==> src/rtl/reg_fifo_sync.sv <==
// Single-clock register-cell FIFO with occupancy count, threshold flags,
// synchronous flush and sticky overflow/underflow error flags.
module reg_fifo_sync #(
    parameter int N_BITS   = 32,
    parameter int DEPTH    = 8,
    parameter int AF_LEVEL = 6,
    parameter int AE_LEVEL = 2,
    parameter int CNT_W    = $clog2(DEPTH + 1)
) (
    input  logic              clk,
    input  logic              reset,
    input  logic              flush,
    input  logic              enable_put,
    input  logic [N_BITS-1:0] data_put,
    input  logic              enable_get,
    output logic [N_BITS-1:0] data_get,
    output logic              valid_get,
    output logic              full,
    output logic              empty,
    output logic              almost_full,
    output logic              almost_empty,
    output logic [CNT_W-1:0]  count,
    output logic              overflow,
    output logic              underflow
);

    localparam int PTR_W = (DEPTH > 1) ? $clog2(DEPTH) : 1;

    localparam logic [PTR_W-1:0] LAST_PTR = PTR_W'(DEPTH - 1);
    localparam logic [CNT_W-1:0] FULL_CNT = CNT_W'(DEPTH);
    localparam logic [CNT_W-1:0] AF_CNT   = CNT_W'(AF_LEVEL);
    localparam logic [CNT_W-1:0] AE_CNT   = CNT_W'(AE_LEVEL);

    logic [N_BITS-1:0] cells [DEPTH];
    logic [PTR_W-1:0]  wr_ptr;
    logic [PTR_W-1:0]  rd_ptr;
    logic              put_ok;
    logic              get_ok;
    logic [CNT_W-1:0]  count_nxt;

    // Explicit wrap compare keeps non-power-of-two depths legal.
    function automatic logic [PTR_W-1:0] next_ptr(input logic [PTR_W-1:0] p);
        return (p == LAST_PTR) ? '0 : p + 1'b1;
    endfunction

    assign put_ok = enable_put && !full;
    assign get_ok = enable_get && !empty;

    always_comb begin
        count_nxt = count;
        case ({put_ok, get_ok})
            2'b10:   count_nxt = count + 1'b1;
            2'b01:   count_nxt = count - 1'b1;
            default: count_nxt = count;
        endcase
    end

    always_ff @(posedge clk) begin
        if (reset) begin
            for (int i = 0; i < DEPTH; i++) begin
                cells[i] <= '0;
            end
            wr_ptr       <= '0;
            rd_ptr       <= '0;
            count        <= '0;
            data_get     <= '0;
            valid_get    <= 1'b0;
            full         <= 1'b0;
            empty        <= 1'b1;
            almost_full  <= 1'b0;
            almost_empty <= 1'b1;
            overflow     <= 1'b0;
            underflow    <= 1'b0;
        end else if (flush) begin
            // Storage, data_get and error flags are left as they are.
            wr_ptr       <= '0;
            rd_ptr       <= '0;
            count        <= '0;
            valid_get    <= 1'b0;
            full         <= 1'b0;
            empty        <= 1'b1;
            almost_full  <= (AF_CNT == '0);
            almost_empty <= 1'b1;
        end else begin
            if (put_ok) begin
                cells[wr_ptr] <= data_put;
                wr_ptr        <= next_ptr(wr_ptr);
            end
            if (get_ok) begin
                data_get <= cells[rd_ptr];
                rd_ptr   <= next_ptr(rd_ptr);
            end
            valid_get    <= get_ok;
            count        <= count_nxt;
            full         <= (count_nxt == FULL_CNT);
            empty        <= (count_nxt == '0);
            almost_full  <= (count_nxt >= AF_CNT);
            almost_empty <= (count_nxt <= AE_CNT);
            overflow     <= overflow  | (enable_put && full);
            underflow    <= underflow | (enable_get && empty);
        end
    end

endmodule

==> config.mk <==
export PLATFORM = sky130hd
export DESIGN_NAME = reg_fifo_sync
export DESIGN_NICKNAME = d
export VERILOG_FILES = /design/src/rtl/reg_fifo_sync.sv
export SDC_FILE = /design/constraint.sdc
export NUM_CORES = 1
export LEC_CHECK = 0
export CAP_MARGIN = 30
export CORE_MARGIN = 2
export CORE_UTILIZATION = 45
export DETAILED_ROUTE_END_ITERATION = 7
export PLACE_DENSITY_LB_ADDON = 0.1
export SKIP_CTS_REPAIR_TIMING = 1
export SLEW_MARGIN = 20
export SYNTH_ARGS = -nofsm -noshare
export SYNTH_HDL_FRONTEND = slang
export SYNTH_SLANG_ARGS = --single-unit
==> constraint.sdc <==
create_clock -name clk -period 2.3 [get_ports clk]
set_clock_uncertainty 0.1 [all_clocks]
set_input_delay 0.345 -clock clk [delete_from_list [all_inputs] [get_ports clk]]
set_output_delay 0.345 -clock clk [all_outputs]
set_load 0.01 [all_outputs]
# [Yosys cells after proc, flatten, opt, wreduce, memory -nomap -nowiden]
# Memory sizes are Yosys's and may differ from the RTL's. A register that Yosys moved wholly into a read port is not among the register bits.
# Cells that the tools add are included.
[classes] shifts=0 div=0 mul=0 n_lt_le_gt_ge=2 n_mux=12 add_sub_neg=4 n_eq_ne=5 n_bitwise=3 reduce_logical=10
[op_table] cell="two-way mux 32 bit" count=1
[op_table] cell="OR reduction 32 bit" count=1
[op_table] cell="two-way mux 3 bit" count=3
[op_table] cell="one-hot mux 4 bit (2 select lines)" count=1
[op_table] cell="two-way mux 1 bit" count=7
[op_table] cell="adder 3 x 1 -> 3 bit (second input constant)" count=2
[op_table] cell="equality test 3 bit (second input constant)" count=2
[op_table] cell="adder 4 x 1 -> 4 bit (second input constant)" count=1
[op_table] cell="equality test 4 bit (second input constant)" count=1
[op_table] cell="greater-or-equal comparator 4 x 3 -> 1 bit (second input constant)" count=1
[op_table] cell="less-or-equal comparator 4 x 2 -> 1 bit (second input constant)" count=1
[op_table] cell="logical AND 1 bit" count=4
[op_table] cell="logical NOT 4 bit" count=1
[op_table] cell="subtractor 4 x 1 -> 4 bit (second input constant)" count=1
[op_table] cell="equality test 2 x 1 -> 1 bit (second input constant)" count=1
[op_table] cell="equality test 2 bit (second input constant)" count=1
[op_table] cell="logical NOT 1 bit" count=2
[op_table] cell="OR 1 bit" count=2
[op_table] cell="AND reduction 2 bit" count=1
[op_table] cell="OR reduction 2 bit" count=1
[op_table] cell="NOT 1 bit" count=1
[word_totals] reg_bits=17 memories=1 input_bits=37 mem_bits_ro=0 elab_cells=47 latchBits=0 ram_bits=256 output_inout_bits=43
[mem_list] memory="cells" depth=8 width=32 read_ports=1 rd_clocked_by_memory_dff=1 wr=8 line="34" rtl="logic [N_BITS-1:0] cells [DEPTH];"

# [Depth between registers and ports, before layout]
[logic_depth] ltp_word=8 depth_mapped=10 mapped_depth_nobuf=10

# [Worst setup path before layout]
# Ideal clock, no wire load.
[synth_path] path_type="input to register" startpoint="input port reset" endpoint="memory cells[0][0] (enable)" cell_stages=6 t_required_ns=1.825 setup_slack_ns=-0.123 arrival_ns=1.948 setup_time_ns=0.375 n_path_buf=2 path_cell_list="buf_2 > or2_1 > buf_2 > or3_4 > nor3_4 > or2_2"
[synth_rtl] item="from (decl)" line="11" rtl="input logic reset,"
[synth_rtl] item="to (decl)" line="34"

# [Final worst setup path]
[layout_path] startpoint="register empty" endpoint="register full"
[layout_via] elab_chain_len=5 word_cells_on_any_way=6 classes_between="3 x eq/ne; 1 x mux; 2 x reduce/logical"
[layout_rtl] item="from (decl)" line="19" rtl="output logic empty,"
[layout_rtl] item="from (signal assigned)" line="96" rtl="empty <= (count_nxt == '0);"
[layout_rtl] item="logical NOT 1 bit *" line="47" rtl="assign get_ok = enable_get && !empty;"
[layout_rtl] item="logical AND 1 bit *" line="47"
[layout_rtl] item="via get_ok" line="38" rtl="logic get_ok;"
[layout_rtl] item="equality test 2 x 1 -> 1 bit / equality test 2 bit (equally long branches)" line="51" rtl="case ({put_ok, get_ok})"
[layout_rtl] item="one-hot mux 4 bit (2 select lines) *" line="51"
[layout_rtl] item="equality test 4 bit *" line="95" rtl="full <= (count_nxt == FULL_CNT);"
[layout_rtl] item="to (signal assigned)" line="95"
[layout_rtl] item="to (decl)" line="18" rtl="output logic full,"
# Mark *: on every way through the listed nets, which the timed path passes. The rest lies on a longest branch.
# A chain may end at the register's enable or synchronous reset.

==> results.yml <==
timing:
  timing_hold_violations_final: 0
  worst_slew_pin_slew_ps: 630
  worst_slack_ps: 70.1
  period_minus_slack_ps: 2230
  maxSlewViolCount: 0
  hold_ws_ps: 294
  fin_crit_sh: 0.970
  fmax_ghz: 0.448
  setup_viol_count_final: 0
  max_slew_margin: 0.580
synth:
  yosys_warnings: 0
  synthMuxAreaShare: 0.134
  synthCells: 867
  syn-num-nets: 911
  synth_top_family_by_area: "simple AND/OR/NAND/NOR gates"
  async_reset_ff_frac: 0
  yosys.area_share.simple: 0.154
  yosys_register_bits: 305
  ys_seq_area_frac: 0.655
  netlist_area_sq_um: 13200
  synth.distinct_cells: 39
  yosys.area_share.adder: 0.00662
  synth_edf_count: 256
  synth-compound-area-share: 0.0261
  avgSynthCellArea_sq_um: 15.3
  synthFlopType: "edfxtp_1"
  synth_xor_xnor_area_share: 0.00331
layout:
  nNetsFinal: 1020
  drive_above_1_share: 0.195
  antenna_cells: 0
  instances_no_fill: 1383
  fillerInstances: 2344
  fin_util: 0.557
  area_growth_pct: 21.4
clock_tree:
  htreeDepth: 2
  clock-sinks: 305
  clk_pin_slew_ps: 60
  cts_buffer_depth: 3
  cts_root_buffer: "clkbuf_16"
  cts_buffers: 34
  cts_tree: "built"
  insertion_delay_ps: 500
critical_path:
  max_stage_delay_ps: 350
  start_kind: "flip-flop"
  worstSetupPathType: "reg2reg"
  crit_end: "full"
  startpoint: "empty"
  r2r_start: "empty"
  cp.buffers_inverters: 1
  critPathSlowestCell: "dfxtp_1"
  r2r_setup_slack_ps: 70
  cp_num_cells: 10
  rr_worst_depth: 10
  crit_path_cell_trace: "nand2b_1, inv_1, ha_1, xor2_1, ha_1, a21oi_1, xor2_1, nor2_1, xnor2_2, nor4bb_2"
  crit_required_ps: 2610
  reg2reg_to: "full"
  crit_path_end_kind: "flip-flop"
  crit_fanout: 5
  cp_top_family: "XOR/XNOR gates"
  critical_path_arrival_ps: 2540
detailed_routing:
  top_layer: "met4"
  met1_length_mm: 13.1
  vias: 7440
  drt-wirelength-per-cell_um: 22.2
  met3_length_mm: 1.32
  ant_nets: 0
  firstDrtPassIters: 5
  drt_iter0_drc: 614
  met2_length_mm: 15.6
  via_per_inst: 5.38
  routed_wl_mm: 30.7
  drc: 0
floorplan:
  rows: 62
  dieWidth_um: 176
  core_sq_um: 28900
  die_height_um: 176
  die-area_sq_um: 30800
  initial_core_util: 0.459
  ioPinCount: 80
placed_design:
  place_ws_ps: -329
  io_buffers: 79
  dp_hpwl_mm: 18.3
  place_inst: 1323
  place.gp.congestion: 0.781
run:
  cap_viol_max_count: 0
hold_path:
  hold_depth: 4
  hold_path_class: "in2reg"
global_routing:
  overflow: 0
  antenna_found_initial: 0
  grt_pass1_wl_mm: 46.9
  grt_start_max_net_pins: 66
  grt_usage: 0.206
  grt_pass1_vias: 7897
power:
  peakVddDrop_uv: 506
  leakagePower_nw: 5.68
  cellPowerDensity_nw_per_um2: 771
run_status:
  status: "finished clean"
-- state kept, by name (all words and copies together) (netlist names), 3 cells and up --
| name | cells |
|---|---|
| cells | 256 |
| data_get | 32 |
| count | 4 |
| rd_ptr | 3 |
| wr_ptr | 3 |
-- cells by family (layout without fill, tap and decap cells) --
group	count (synthesis)	in the layout
AO/OA/AOI/OAI	49	49
XOR/XNOR	5	5
adder cells (fa/ha/maj)	7	7
buffers and inverters	61	193
flip-flops	305	305
multiplexers	97	97
AND/OR/NAND/NOR	343	343
-- layout make-up --
class                   count  area [sq um]  area share
flip-flops and latches    305          8670       0.540
well taps                 384           480      0.0299
inverters                   3          11.3    0.000701
multi-input cells         501          4350       0.270
clock buffers              45           943      0.0587
clock inverters            14           176      0.0110
repair buffers            131          1440      0.0895
-- cells in the mapped netlist, types with 6 or more instances --
library cell    n  area [sq um]
edfxtp_1      256          7690
a21oi_1         7          35.0
nor2_1         48           180
ha_1            7          87.6
or2_2           8          50.1
nand2b_1        6          37.5
nand2_1         7          26.3
mux2i_1        33           330
dfxtp_1        49           981
buf_2           9          45.0
mux4_2         64          1440
and2_1        256          1600
clkbuf_1       33           124
clkbuf_2        9          45.0
a211oi_1       32           240
-- metrics by stage --
step                      cell area (sq um)  TNS, ps  total power [mW]
after floorplan                       13300     -147              6.66
after global placement                14900   -31490              7.03
after detailed placement              14900   -39260              7.05
after CTS                             16000        0              12.5
after global routing                  16100    -1.04              12.8
final                                 16100        0              12.4
-- metal layers --
layer | vias up | track usage
met3 | 60 | 0.0323
met2 | 181 | 0.358
met4 | 0 | 0.0634
met5 | - | 0
met1 | 3795 | 0.266
li1 | 3404 | -
-- cell usage in the layout (no fill, tap or decap), drive strengths merged --
cell | Yosys | routed
and2 | 256 | 256
edfxtp | 256 | 256
clkdlybuf4s50 | 0 | 78
mux4 | 64 | 64
buf | 16 | 53
nor2 | 51 | 51
dfxtp | 49 | 49
clkbuf | 42 | 45
mux2i | 33 | 33
a211oi | 32 | 32
clkinv | 0 | 9
or2 | 9 | 9
nand2 | 7 | 7
a21oi | 7 | 7
ha | 7 | 7
nand2b | 6 | 6
nor2b | 4 | 4
a31oi | 4 | 4
bufinv | 0 | 4
inv | 3 | 4
nor3 | 4 | 4
xor2 | 3 | 3
xnor2 | 2 | 2
a31o | 2 | 2
or3 | 2 | 2
nor3b | 2 | 2
nand3b | 1 | 1
a21o | 1 | 1
o32ai | 1 | 1
o21ai | 1 | 1
nor4bb | 1 | 1
o22ai | 1 | 1
-- worst min-delay path by stage --
stage                   from         to
finish                 reset  wr_ptr[0]
floorplan           overflow   overflow
detailed placement  overflow   overflow
CTS                    reset  wr_ptr[0]
global placement    overflow   overflow
global route           reset  wr_ptr[0]
-- where the power goes --
group / internal [mW] / total, mW / switching (mW)
registers: 6.17 / 6.24 / 0.0649
logic: 0.330 / 0.691 / 0.360
clock network: 3.34 / 5.47 / 2.13
-- tightest hold or removal path, delay by kind of cell --
| kind | cells | cell delay (ps) |
|---|---|---|
| buffers and inverters | 2 | 280 |
| and+or+nand+nor | 2 | 220 |
Power figures use the tool's default switching activity.
==> RTL change (same flow settings) <==
Change the parameter `DEPTH` from 8 to 16.
--- a/src/rtl/reg_fifo_sync.sv
+++ b/src/rtl/reg_fifo_sync.sv
@@ -3,5 +3,5 @@
 module reg_fifo_sync #(
     parameter int N_BITS   = 32,
-    parameter int DEPTH    = 8,
+    parameter int DEPTH    = 16,
     parameter int AF_LEVEL = 6,
     parameter int AE_LEVEL = 2,
Interface: changed (resized count); port bits go from 80 to 81. The function was not compared with the original's and may differ.
==> RTL change against the unedited design <==
The run now ends with setup timing left. Total power rose by 80%. Final area increased by 88%. Maximum frequency down 6.8%. Wire length is 110% higher. Sequential cell count increased by 259. Critical path depth unchanged. Synthesized cell count rose by 90%. Cell count is 87% higher. Area after synthesis up 90%. Worst setup slack worse by 0.16 ns. Global-route usage grew 2.7 points.
==> RTL change: results <==
[run_status]
outcome = "finished with violations"
violations = "setup timing"

[grt]
grt_pass1_wl_mm = 97.0
grt_max_degree = 35
met1_usage = 0.323
use_met3 = 0.0353
use_met2 = 0.392
grt_pass1_vias = 14600

[power]
power_leakage_nw = 10.7
powerClk_mw = 9.58
pwr-share-clk = 0.429
ir_drop_v = 0.000638
p_seq_frac = 0.519
swShare = 0.210

[sta]
worst_slack_ns = -0.0922
relSlewSlack = 0.562
timing.hold.ws_ns = 0.336
setup_tns_ns = -0.200
setup_violations = 4

[worst_setup_path]
r2r_end = "almost_full$_SDFF_PP0_"
critPathSlowestCell = "or4_4"
worstPathArrival_ns = 2.84
crit_family = "simple AND/OR/NAND/NOR gates"
cp_slowest_stage_delay_ns = 0.45
reg2reg_from = "full$_SDFF_PP0_"
critPathMaxFanout = 4

[cells_and_area]
drive_above_1_share = 0.221
fillers = 4395
fin_util = 0.546
largestRegisters = "cells (512), data_get (32), count (5)"
nNetsFinal = 1836

[route]
wirelength_mm = 65.2
wl_met2_mm = 32.3
drtIter0Drc = 1129
first_pass_iters = 4
met1Wirelength_mm = 29.0
wl_met3_mm = 2.84
drt-wirelength-per-cell_um = 25.2

[synthesis]
syn_avg_cell_area_um2 = 15.3
ys_seq_area_frac = 0.652
netlist_top_cells_area = "edfxtp_1 (61%), and2_1 (13%), mux4_2 (11%)"
synth_xor_area_frac = 0.00348
synth_nets = 1697
synth_cell_types = 50
synth_edf_count = 512
synthAdderAreaFrac = 0.00447
synth_common_cells = "and2_1 (512), edfxtp_1 (512), mux4_2 (128)"
synth.area.mux_share = 0.142

[min_path]
holdPathStages = 3
holdPathEnd = "overflow$_SDFFE_PP0N_"
hold_start = "enable_put"

[place]
pre_cts_slack_ns = -0.551
place_inst = 2475
dpl_cell_area_um2 = 28100
gp_congestion = 0.813
hpwl_mm = 41.8
port_buffers = 80

[clock_tree]
numCtsBuffers = 57
RTL change: worst max path at each step:
stage,from,to,slack [ns],depth (start not counted)
after floorplan,full$_SDFF_PP0_,almost_full$_SDFF_PP0_,-0.11,11
after global placement,enable_put,empty$_SDFF_PP1_,-0.50,10
after detailed placement,enable_put,empty$_SDFF_PP1_,-0.55,10
after CTS,full$_SDFF_PP0_,empty$_SDFF_PP1_,-0.13,9
after global routing,full$_SDFF_PP0_,almost_full$_SDFF_PP0_,-0.18,10
final,full$_SDFF_PP0_,almost_full$_SDFF_PP0_,-0.09,10
RTL change: final cells by class:
class / count / area share
tap: 748 / 0.0310
sequential: 564 / 0.545
clock inverter: 28 / 0.00904
clock buffer: 80 / 0.0549
multi-input combinational: 942 / 0.274
inverter: 7 / 0.000871
antenna: 3 / 0.000249
timing repair buffer: 218 / 0.0848
